**src/rtl/video_timing_pkg.sv**
```systemverilog
// video_timing_pkg
// Shared constants for the raster timing generator.
//  - Per-mode timing for 640x480@60, 800x600@60 and 1280x720@60:
//    horizontal/vertical active, front porch, sync width, back porch
//    and sync polarity (1 = active high).
//  - cw_required(): minimum counter width that holds both H_TOTAL-1
//    and V_TOTAL-1.
package video_timing_pkg;

    // 640x480@60, 25.175 MHz, negative syncs
    localparam int VGA_H_ACTIVE = 640;
    localparam int VGA_H_FRONT  = 16;
    localparam int VGA_H_SYNC   = 96;
    localparam int VGA_H_BACK   = 48;
    localparam int VGA_V_ACTIVE = 480;
    localparam int VGA_V_FRONT  = 10;
    localparam int VGA_V_SYNC   = 2;
    localparam int VGA_V_BACK   = 33;
    localparam int VGA_H_POL    = 0;
    localparam int VGA_V_POL    = 0;

    // 800x600@60, 40 MHz, positive syncs
    localparam int SVGA_H_ACTIVE = 800;
    localparam int SVGA_H_FRONT  = 40;
    localparam int SVGA_H_SYNC   = 128;
    localparam int SVGA_H_BACK   = 88;
    localparam int SVGA_V_ACTIVE = 600;
    localparam int SVGA_V_FRONT  = 1;
    localparam int SVGA_V_SYNC   = 4;
    localparam int SVGA_V_BACK   = 23;
    localparam int SVGA_H_POL    = 1;
    localparam int SVGA_V_POL    = 1;

    // 1280x720@60, 74.25 MHz, positive syncs
    localparam int HD_H_ACTIVE = 1280;
    localparam int HD_H_FRONT  = 110;
    localparam int HD_H_SYNC   = 40;
    localparam int HD_H_BACK   = 220;
    localparam int HD_V_ACTIVE = 720;
    localparam int HD_V_FRONT  = 5;
    localparam int HD_V_SYNC   = 5;
    localparam int HD_V_BACK   = 20;
    localparam int HD_H_POL    = 1;
    localparam int HD_V_POL    = 1;

    // Smallest width able to represent the largest counter value.
    function automatic int cw_required(input int h_total, input int v_total);
        int max_count;
        max_count = (h_total > v_total) ? h_total - 1 : v_total - 1;
        return (max_count < 1) ? 1 : $clog2(max_count + 1);
    endfunction

endpackage

```
**src/rtl/video_delay_line.sv**
```systemverilog
// video_delay_line
// Enable-gated shift register used to hold the display-side timing
// behind the fetch port.
//  clk_pixel  in   pixel clock
//  rst_n      in   asynchronous active-low clear, loads RST_VAL into every stage
//  en         in   shift enable; low holds all stages
//  d          in   WIDTH-bit input word
//  q          out  d delayed by DEPTH enabled cycles
module video_delay_line #(
    parameter int                 WIDTH   = 1,
    parameter int                 DEPTH   = 1,
    parameter logic [WIDTH-1:0]   RST_VAL = '0
) (
    input  logic             clk_pixel,
    input  logic             rst_n,
    input  logic             en,
    input  logic [WIDTH-1:0] d,
    output logic [WIDTH-1:0] q
);

    logic [WIDTH-1:0] stage [DEPTH];

    // Every stage clears to the idle word so a reset mid-frame leaves no
    // stale sync or data-enable queued behind the counters.
    always_ff @(posedge clk_pixel or negedge rst_n) begin
        if (!rst_n) begin
            for (int i = 0; i < DEPTH; i++) begin
                stage[i] <= RST_VAL;
            end
        end else if (en) begin
            stage[0] <= d;
            for (int i = 1; i < DEPTH; i++) begin
                stage[i] <= stage[i-1];
            end
        end
    end

    assign q = stage[DEPTH-1];

endmodule

```
**src/rtl/video_timing_gen.sv**
```systemverilog
// video_timing_gen
// Parametrised raster timing generator with a lookahead fetch port.
//  clk_pixel     in   pixel clock
//  rst_n         in   asynchronous active-low reset
//  en            in   advance enable; low freezes counters and pipeline
//  fetch_valid   out  lookahead active-region flag
//  fetch_x/y     out  lookahead coordinates (0 outside the active range)
//  hsync/vsync   out  display syncs, active level H_POL / V_POL
//  video_active  out  display data-enable
//  pixel_x/y     out  display coordinates, PREFETCH cycles behind fetch
//  line_start    out  pulse on the first active pixel of each line
//  frame_start   out  pulse on pixel (0,0)
//  frame_count   out  completed-frame count, wraps at 2^FCW
module video_timing_gen
    import video_timing_pkg::*;
#(
    parameter int H_ACTIVE = 640,
    parameter int H_FRONT  = 16,
    parameter int H_SYNC   = 96,
    parameter int H_BACK   = 48,
    parameter int V_ACTIVE = 480,
    parameter int V_FRONT  = 10,
    parameter int V_SYNC   = 2,
    parameter int V_BACK   = 33,
    parameter int H_POL    = 0,
    parameter int V_POL    = 0,
    parameter int CW       = 12,
    parameter int PREFETCH = 0,
    parameter int FCW      = 16
) (
    input  logic           clk_pixel,
    input  logic           rst_n,
    input  logic           en,
    output logic           fetch_valid,
    output logic [CW-1:0]  fetch_x,
    output logic [CW-1:0]  fetch_y,
    output logic           hsync,
    output logic           vsync,
    output logic           video_active,
    output logic [CW-1:0]  pixel_x,
    output logic [CW-1:0]  pixel_y,
    output logic           line_start,
    output logic           frame_start,
    output logic [FCW-1:0] frame_count
);

    localparam int H_TOTAL  = H_ACTIVE + H_FRONT + H_SYNC + H_BACK;
    localparam int V_TOTAL  = V_ACTIVE + V_FRONT + V_SYNC + V_BACK;
    localparam int HS_START = H_ACTIVE + H_FRONT;
    localparam int HS_END   = H_ACTIVE + H_FRONT + H_SYNC;
    localparam int VS_START = V_ACTIVE + V_FRONT;
    localparam int VS_END   = V_ACTIVE + V_FRONT + V_SYNC;

    localparam logic [CW-1:0] H_LAST = CW'(H_TOTAL - 1);
    localparam logic [CW-1:0] V_LAST = CW'(V_TOTAL - 1);

    // Pipeline word layout: {hs, vs, de, ls, fs, x, y}
    localparam int PW     = 2 * CW + 5;
    localparam int FS_BIT = 2 * CW;
    localparam int LS_BIT = 2 * CW + 1;
    localparam int DE_BIT = 2 * CW + 2;
    localparam int VS_BIT = 2 * CW + 3;
    localparam int HS_BIT = 2 * CW + 4;

    localparam logic HS_IDLE = (H_POL == 0);
    localparam logic VS_IDLE = (V_POL == 0);
    localparam logic [PW-1:0] RST_PL = {HS_IDLE, VS_IDLE, {(PW - 2){1'b0}}};

    if (CW < cw_required(H_TOTAL, V_TOTAL)) begin : g_cw_check
        $error("video_timing_gen: CW=%0d too small for %0dx%0d totals", CW, H_TOTAL, V_TOTAL);
    end
    if (PREFETCH < 0 || PREFETCH > 16) begin : g_prefetch_check
        $error("video_timing_gen: PREFETCH=%0d outside 0..16", PREFETCH);
    end

    logic [CW-1:0] h;
    logic [CW-1:0] v;
    logic [PW-1:0] cur_pl;
    logic [PW-1:0] s1_pl;
    logic [PW-1:0] disp_pl;
    logic          fs_next;

    // Raster position; v advances only on the h wrap so vsync edges land on h=0.
    always_ff @(posedge clk_pixel or negedge rst_n) begin
        if (!rst_n) begin
            h <= '0;
            v <= '0;
        end else if (en) begin
            if (h == H_LAST) begin
                h <= '0;
                v <= (v == V_LAST) ? '0 : v + 1'b1;
            end else begin
                h <= h + 1'b1;
            end
        end
    end

    // Timing word for the current position. Coordinates zero per axis, and
    // the strobes ride along so they come out of the final register aligned.
    always_comb begin
        logic h_vis;
        logic v_vis;
        logic in_hs;
        logic in_vs;
        h_vis  = int'(h) < H_ACTIVE;
        v_vis  = int'(v) < V_ACTIVE;
        in_hs  = (int'(h) >= HS_START) && (int'(h) < HS_END);
        in_vs  = (int'(v) >= VS_START) && (int'(v) < VS_END);
        cur_pl = {in_hs ? ~HS_IDLE : HS_IDLE,
                  in_vs ? ~VS_IDLE : VS_IDLE,
                  h_vis && v_vis,
                  (h == '0) && v_vis,
                  (h == '0) && (v == '0),
                  h_vis ? h : '0,
                  v_vis ? v : '0};
    end

    // Fetch stage, also the head of the display path.
    always_ff @(posedge clk_pixel or negedge rst_n) begin
        if (!rst_n) begin
            s1_pl <= RST_PL;
        end else if (en) begin
            s1_pl <= cur_pl;
        end
    end

    assign fetch_valid = s1_pl[DE_BIT];
    assign fetch_x     = s1_pl[2*CW-1:CW];
    assign fetch_y     = s1_pl[CW-1:0];

    // With no lookahead the fetch register doubles as the display register.
    // Otherwise the delay line feeds a final register kept here so that the
    // word about to reach the display is visible for the frame counter.
    if (PREFETCH == 0) begin : g_no_delay
        assign disp_pl = s1_pl;
        assign fs_next = cur_pl[FS_BIT];
    end else begin : g_delay
        logic [PW-1:0] pre_pl;
        logic [PW-1:0] disp_r;

        if (PREFETCH == 1) begin : g_direct
            assign pre_pl = s1_pl;
        end else begin : g_line
            video_delay_line #(
                .WIDTH   (PW),
                .DEPTH   (PREFETCH - 1),
                .RST_VAL (RST_PL)
            ) u_delay (
                .clk_pixel (clk_pixel),
                .rst_n     (rst_n),
                .en        (en),
                .d         (s1_pl),
                .q         (pre_pl)
            );
        end

        // Final display register.
        always_ff @(posedge clk_pixel or negedge rst_n) begin
            if (!rst_n) begin
                disp_r <= RST_PL;
            end else if (en) begin
                disp_r <= pre_pl;
            end
        end

        assign disp_pl = disp_r;
        assign fs_next = pre_pl[FS_BIT];
    end

    assign hsync        = disp_pl[HS_BIT];
    assign vsync        = disp_pl[VS_BIT];
    assign video_active = disp_pl[DE_BIT];
    assign line_start   = disp_pl[LS_BIT];
    assign frame_start  = disp_pl[FS_BIT];
    assign pixel_x      = disp_pl[2*CW-1:CW];
    assign pixel_y      = disp_pl[CW-1:0];

    // Counts on the same edge that raises frame_start, so frame N shows N
    // during its own first pixel.
    always_ff @(posedge clk_pixel or negedge rst_n) begin
        if (!rst_n) begin
            frame_count <= '0;
        end else if (en && fs_next) begin
            frame_count <= frame_count + 1'b1;
        end
    end

endmodule

```
**config.mk**
```make
export PLATFORM = sky130hd
export DESIGN_NAME = video_timing_gen
export DESIGN_NICKNAME = d
export VERILOG_FILES = /design/src/rtl/video_timing_pkg.sv /design/src/rtl/video_delay_line.sv /design/src/rtl/video_timing_gen.sv
export SDC_FILE = /design/constraint.sdc
export NUM_CORES = 1
export LEC_CHECK = 0
export CAP_MARGIN = 20
export CORE_MARGIN = 2
export CORE_UTILIZATION = 40
export CTS_CLUSTER_DIAMETER = 120
export DETAILED_ROUTE_END_ITERATION = 7
export PLACE_DENSITY = 0.75
export SLEW_MARGIN = 20
export SYNTH_ARGS = -nofsm -noshare
export SYNTH_HDL_FRONTEND = slang
export SYNTH_SLANG_ARGS = --single-unit
```
**constraint.sdc**
```tcl
create_clock -name clk_pixel -period 2.45 [get_ports clk_pixel]
set_input_delay 0.49 -clock clk_pixel [delete_from_list [all_inputs] [get_ports clk_pixel]]
set_output_delay 0.49 -clock clk_pixel [all_outputs]
set_load 0.005 [all_outputs]
```
==> results of run 1 <==
## metrics by stage
stage               area [um2]  power (mW)  worst slack (ns)  setup TNS [ns]
floorplan                 3234       1.544           0.03309               0
global placement          3984       1.710           -0.4456          -4.676
detailed placement        3984       1.721           -0.4955          -5.401
CTS                       4200       2.722           0.09996               0
global route              4203       2.817           0.03435               0
finish                    4203       2.690            0.1102               0
## synth_stat cells (all sizes together) (2+ instances only)
library cell | count | area, um2
and4 | 3 | 26.28
clkbuf | 12 | 45.04
o21ai | 9 | 45.04
nand2b | 4 | 25.02
inv | 9 | 33.78
nand4 | 9 | 56.30
xor2 | 12 | 105.1
o22ai | 2 | 12.51
ha | 5 | 62.56
buf | 27 | 206.5
or4b | 2 | 27.53
nor4 | 3 | 18.77
nor4b | 2 | 17.52
a21oi | 3 | 15.01
a22o | 9 | 78.83
and3 | 8 | 50.05
nor3 | 5 | 36.29
a31oi | 2 | 12.51
nand2 | 29 | 108.9
xnor2 | 19 | 166.4
nand3 | 11 | 55.05
nor2b | 5 | 31.28
nor2 | 19 | 71.32
dfstp | 2 | 52.55
o2bb2ai | 9 | 78.83
dfrtp | 67 | 1677
## layout make-up
cell class | count | area (um2) | share of cell area [%]
Clock buffer | 10 | 127.6 | 3.037
Clock inverter | 6 | 87.58 | 2.084
Inverter | 9 | 33.78 | 0.8038
Multi-Input combinational cell | 183 | 1227 | 29.21
Sequential cell | 69 | 1729 | 41.14
Tap cell | 102 | 127.6 | 3.037
Timing Repair Buffer | 91 | 869.6 | 20.69
## report_power, final
| group | internal (mW) | switching [mW] |
|---|---|---|
| clock network | 0.573 | 0.424 |
| logic | 0.221 | 0.145 |
| registers | 1.22 | 0.105 |
## routing by layer
layer,vias to the layer above,track usage [%],part of all wire [%]
li1,1137,-,-
met1,1138,21.19,47
met2,54,23.33,47
met3,6,3.531,4.4
met4,0,5.435,1.2
met5,-,0,0
## repair_timing
item	CTS	global route
setup endpoints to repair	6	1
pin swaps	2	0
gates resized for setup	2	1
## flip-flops by register name, summed over array words and instances, names as in the netlist
| register | flops |
|---|---|
| v | 12 |
| h | 12 |
| disp_pl | 29 |
| frame_count | 16 |
## worst max-delay path, delay by kind of cell, from the launching register on
kind                      cells  cell delay [ns]
DFF                           1             0.38
xor gates and xnor gates      1             0.17
and+or+nand+nor               4             1.73
## kinds of logic after synthesis
logic type	count (synthesis)	share of synthesized area, %
AOI/OAI and AO/OA	38	8.637
xor gates and xnor gates	31	8.404
adders and majority gates	5	1.936
buffers and inverters	48	8.830
DFF	69	53.52
muxes	2	0.6584
and+or+nand+nor	107	18.01
## worst paths after layout
check / from / end / slack [ns] / depth (start not counted)
min in group clk_pixel: frame_count[15] / frame_count[15] / 0.48 / 1
hold / removal: rst_n / disp_pl[17] / 0.14 / 1
hold reg to reg: frame_count[15] / frame_count[15] / 0.48 / 1
setup reg to reg: v[8] / frame_count[15] / 0.11 / 5
setup / recovery: v[8] / frame_count[15] / 0.11 / 5
max in group asynchronous: rst_n / disp_pl[27] / 1.63 / 2
==> implementation parameters, run 1 <==
Parameter                              Value

Outcome
  Outcome ... completed

Timing
  Worst Hold Slack ... 0.1355 ns
  RSZ-0062 raised after global routing ... no
  Count of endpoints failing hold in the final timing report ... 0
  Slew margin rel. ... 63.36%
  Layout Skew ... 0.01247 ns
  Transition time at the pin with the least slew margin ... 0.5497 ns
  Slew Viols, Final ... 0
  Final critical path time including I/O delays and setup ... 2.340 ns
  Max Fclk ... 427.4 MHz
  Final critical-path share of the clock period ... 95.50%
  Final number of setup-violating endpoints ... 0

CTS
  TritonCTS clock tree ... done
  Number of buffers on the longest clock path ... 2
  Clock latency of the later-clocked register in the worst-skew pair ... 0.34 ns
  Number of levels the H-tree was split into ... 3
  Cell at the root of the clock tree ... clkbuf_8
  Post-CTS Setup Inserts ... 0
  Reg clk slew, reported paths ... 0.08 ns
  Sinks on Clock Net ... 69
  Number of buffers created by CTS ... 9
  Number of buffers added to fix hold violations after cts ... 0

Setup path
  Critical-path top delay cell ... or4_1
  Critical path endpoint category ... flop
  Largest stage delay on the critical path ... 0.57 ns
  Crit-path cells ... or4_1 > or4b_4 > or3b_4 > nor3_4 > xor2_1
  Start-to-end type of the worst setup path ... flop to flop
  Crit path launch type ... flop
  Data required time of the worst path ... 2.71 ns
  Largest fanout on the critical path ... 6
  CP Data Arrival Time ... 2.60 ns

Synth
  Sequential fraction of the synthesis area ... 53.52%
  Post-synthesis register bit count ... 69
  Count of flip-flops with a built-in enable after synthesis ... 0
  Async set-reset flop share out of synthesis ... 100.0%
  Synth Instances ... 300
  Post-synthesis instance area ... 3231 um2
  Syn_area_per_cell ... 10.77 um2
  Number of warnings reported in the yosys synthesis log ... 0
  Synth unique cells ... 41
  Main synth FF type ... dfrtp_1
  Mapped Nets ... 308

Route
  Routed Antenna Nets ... 0
  Number of detailed-route iterations in the first pass ... 4
  DRC violations left ... 0
  WL/cell ... 13.24 um
  Vias per Instance ... 4.968
  Post-Route WL ... 6.221 mm
  Number of vias in the routed layout ... 2,335
  Number of DRC violations after detailed-routing iteration 0 ... 78

Global routing
  Remaining global-route overflow ... 0
  Number of global-route vias before repair ... 2,225
  First-pass GRT wire length ... 10.59 mm
  Pin count of the biggest net entering global routing ... 47
  Antenna violations before repair ... 0
  GRT Resource Usage Total ... 15.24%

Layout
  Total Nets Final ... 371
  Post-layout instance count excluding filler cells ... 470
  Commonest cells after routing, fill and taps aside ... clkdlybuf4s50_1 (70), dfrtp_1 (67), nand2_1 (29)
  Fraction of final layout cells with drive strength greater than 1 ... 12.23%
  Final-layout fill cell count ... 684
  Number of antenna diodes ... 0
  Area added between synthesis and finish ... 30.09%
  Most common cell after layout, fill and taps aside ... clkdlybuf4s50_1
  Core utilization of the finished layout ... 54.11%

Placement
  Routability-driven placement congestion ratio ... 0.7661
  Placed instance count ... 454
  Input/output buffers ... 72
  HPWL Detailed ... 4.590 mm

Pwr
  Largest voltage drop on the vdd net ... 0.0004196 V
  Leakage component of the power ... 1.899 nW
  Power per unit of standard cell area ... 640.0 nW/um2

Worst hold path
  Worst hold path class ... input port to asynchronous set/reset pin

Floorplanning
  Die X-Extent ... 93.87 um
  Area of the die ... 8812 um2
  Initial cell density of the core ... 41.59%
  Number of placement rows ... 32
  Die Span Y ... 93.87 um
  Placeable Area ... 7767 um2
  Boundary pin count ... 73

Flow run
  Max Cap Viol ... 0
(Power assumes the default switching activity.)
==> run 2: changes to the inputs <==
CTS_BUF_LIST = sky130_fd_sc_hd__clkbuf_4   (was unset)
==> run 2 against run 1 <==
  * Cell count unchanged
  * Cell area is 1.2% lower
  * Clock power fell by 16%
  * First-iteration DRC count rose by 68%
  * Sequential power barely moved
  * Worst hold slack worse by 0.090 ns
  * Fmax decreased by 2.4%
  * Core utilization down 0.66 points
  * Critical path type is now input port to flop
  * Total power shrank 6.0%
  * Via count grew 0.21%
  * Register-to-register slack worse by 0.02 ns
  * Non-clock buffer count is the same
==> implementation parameters, run 2 (synthesis gave the netlist of run 1 again) <==
Parameter                              Value

Outcome
  Outcome ... completed

Route
  Post-Route WL ... 6.265 mm
  Number of detailed-route iterations in the first pass ... 4
  Routed Antenna Nets ... 0
  WL/cell ... 13.33 um
  DRC violations left ... 0
  Number of vias in the routed layout ... 2,340
  Vias per Instance ... 4.979
  Number of DRC violations after detailed-routing iteration 0 ... 131

Flow run
  Max Cap Viol ... 0

Timing
  Count of endpoints failing hold in the final timing report ... 0
  Final critical path time including I/O delays and setup ... 2.398 ns
  Layout Skew ... 0.01901 ns
  Transition time at the pin with the least slew margin ... 0.5521 ns
  Final critical-path share of the clock period ... 97.90%
  Worst path setup slack after routing ... 0.05155 ns
  Worst Hold Slack ... 0.04541 ns
  Slew Viols, Final ... 0
  Max Fclk ... 416.9 MHz
  Slew margin rel. ... 63.19%
  Setup TNS ... 0 ns
  RSZ-0062 raised after global routing ... no
  Final number of setup-violating endpoints ... 0

Layout
  Commonest cells after routing, fill and taps aside ... clkdlybuf4s50_1 (71), dfrtp_1 (67), nand2_1 (29)
  Final-layout fill cell count ... 686
  Most common cell after layout, fill and taps aside ... clkdlybuf4s50_1
  Area added between synthesis and finish ... 28.51%
  Total Nets Final ... 371
  Area of all placed cells without fillers ... 4151 um2
  Fraction of final layout cells with drive strength greater than 1 ... 12.50%
  Number of flip-flops under the largest register name ... 29
  Number of antenna diodes ... 0

Placement
  HPWL Detailed ... 4.590 mm
  Post-place instance area ... 3984 um2
  Pre-CTS setup slack ... -0.4955 ns
  Input/output buffers ... 72
  Routability-driven placement congestion ratio ... 0.7661

Setup path
  Crit-path cells ... clkdlybuf4s50_1 > or4b_4 > or4b_4 > or3b_4 > nor2_1 > xor2_1
  Start-to-end type of the worst setup path ... input port to flop
  Most prevalent standard cell on the critical path ... or4b_4
  CP Data Arrival Time ... 2.75 ns
  Critical-path top delay cell ... clkdlybuf4s50_1
  Largest fanout on the critical path ... 6
  Data required time of the worst path ... 2.80 ns
  Crit path launch type ... input port
  Largest stage delay on the critical path ... 0.51 ns
  Critical path endpoint category ... flop

Pwr
  Power per unit of standard cell area ... 609.1 nW/um2
  Leakage component of the power ... 1.878 nW
  Largest voltage drop on the vdd net ... 0.0003235 V

Global routing
  Pin count of the biggest net entering global routing ... 47
  Remaining global-route overflow ... 0
  Antenna violations before repair ... 0
  Number of global-route vias before repair ... 2,235
  GRT Resource Usage Total ... 15.28%
  First-pass GRT wire length ... 10.63 mm

CTS
  Number of buffers on the longest clock path ... 2
  Reg clk slew, reported paths ... 0.12 ns
  Cell at the root of the clock tree ... clkbuf_4
  Number of buffers created by CTS ... 9
  Number of levels the H-tree was split into ... 3
  TritonCTS clock tree ... done
  Sinks on Clock Net ... 69
  Clock latency of the later-clocked register in the worst-skew pair ... 0.42 ns

Floorplanning
  Die X-Extent ... 93.87 um
  Die Span Y ... 93.87 um
  Area of the die ... 8812 um2
  Boundary pin count ... 73
  Number of placement rows ... 32
  Initial cell density of the core ... 41.59%
  Placeable Area ... 7767 um2

Worst hold path
  Worst hold path class ... input port to asynchronous set/reset pin
run 2: changes by cell type in the layout (fill, tap and decap cells not counted), sizes merged:
cell / previous run / this run
clkdlybuf4s50: 70 / 71
dlygate4sd2: 1 / 0
run 2: path summary, 6_finish.rpt:
| check | slack, ns | startpoint | cells past startpoint | to |
|---|---|---|---|---|
| setup reg to reg | 0.09 | v[8] | 5 | frame_count[11] |
| hold / removal | 0.05 | rst_n | 1 | disp_pl[17] |
| hold reg to reg | 0.49 | frame_count[15] | 1 | frame_count[15] |
| setup / recovery | 0.05 | en | 6 | frame_count[11] |
| max in group asynchronous | 1.73 | rst_n | 2 | disp_pl[27] |
| min in group clk_pixel | 0.49 | frame_count[15] | 1 | frame_count[15] |
run 2: repair_timing:
item / 4_1_cts / 5_1_grt
pin swaps: 0 / 0
hold buffers: 0 / 0
setup buffers: 0 / 0
gates resized for setup: 1 / 1
endpoints found under the setup margin: 5 / 1
run 2: cell type report:
| cell class | count | area, um2 | area share, % |
|---|---|---|---|
| clock inverters | 6 | 87.58 | 2.110 |
| inverters | 9 | 33.78 | 0.8137 |
| well taps | 102 | 127.6 | 3.074 |
| multi-input cells | 183 | 1227 | 29.57 |
| clock buffers | 10 | 75.07 | 1.808 |
| repair buffers | 91 | 870.8 | 20.98 |
| flip-flops and latches | 69 | 1729 | 41.65 |
run 2: critical path, delay by kind of cell:
family	cells	cell delay (ns)
buffers and inverters	1	0.51
and+or+nand+nor	4	1.61
xor gates and xnor gates	1	0.15
run 2: through the flow:
step | total power [mW] | util (%) | instances
CTS | 2.553 | 53.41 | 470
finish | 2.528 | 53.45 | 470
floorplan | 1.544 | - | 300
global route | 2.652 | 53.45 | 470
global placement | 1.710 | 51.29 | 454
detailed placement | 1.721 | 51.29 | 454
run 2: where the power goes:
part	internal [mW]	total [mW]	switching (mW)	leakage, nW
Clock	0.426	0.838	0.412	0.0903
Sequential	1.22	1.33	0.104	0.911
Combinational	0.222	0.365	0.143	0.877
run 2: layer usage:
| layer | global-route usage (%) | part of all wire, % | wire [um] |
|---|---|---|---|
| met1 | 20.98 | 47 | 2970 |
| met2 | 23.57 | 47 | 2930 |
| met3 | 3.050 | 3.8 | 238 |
| met4 | 6.522 | 2.0 | 125 |
| met5 | 0 | 0 | 0 |
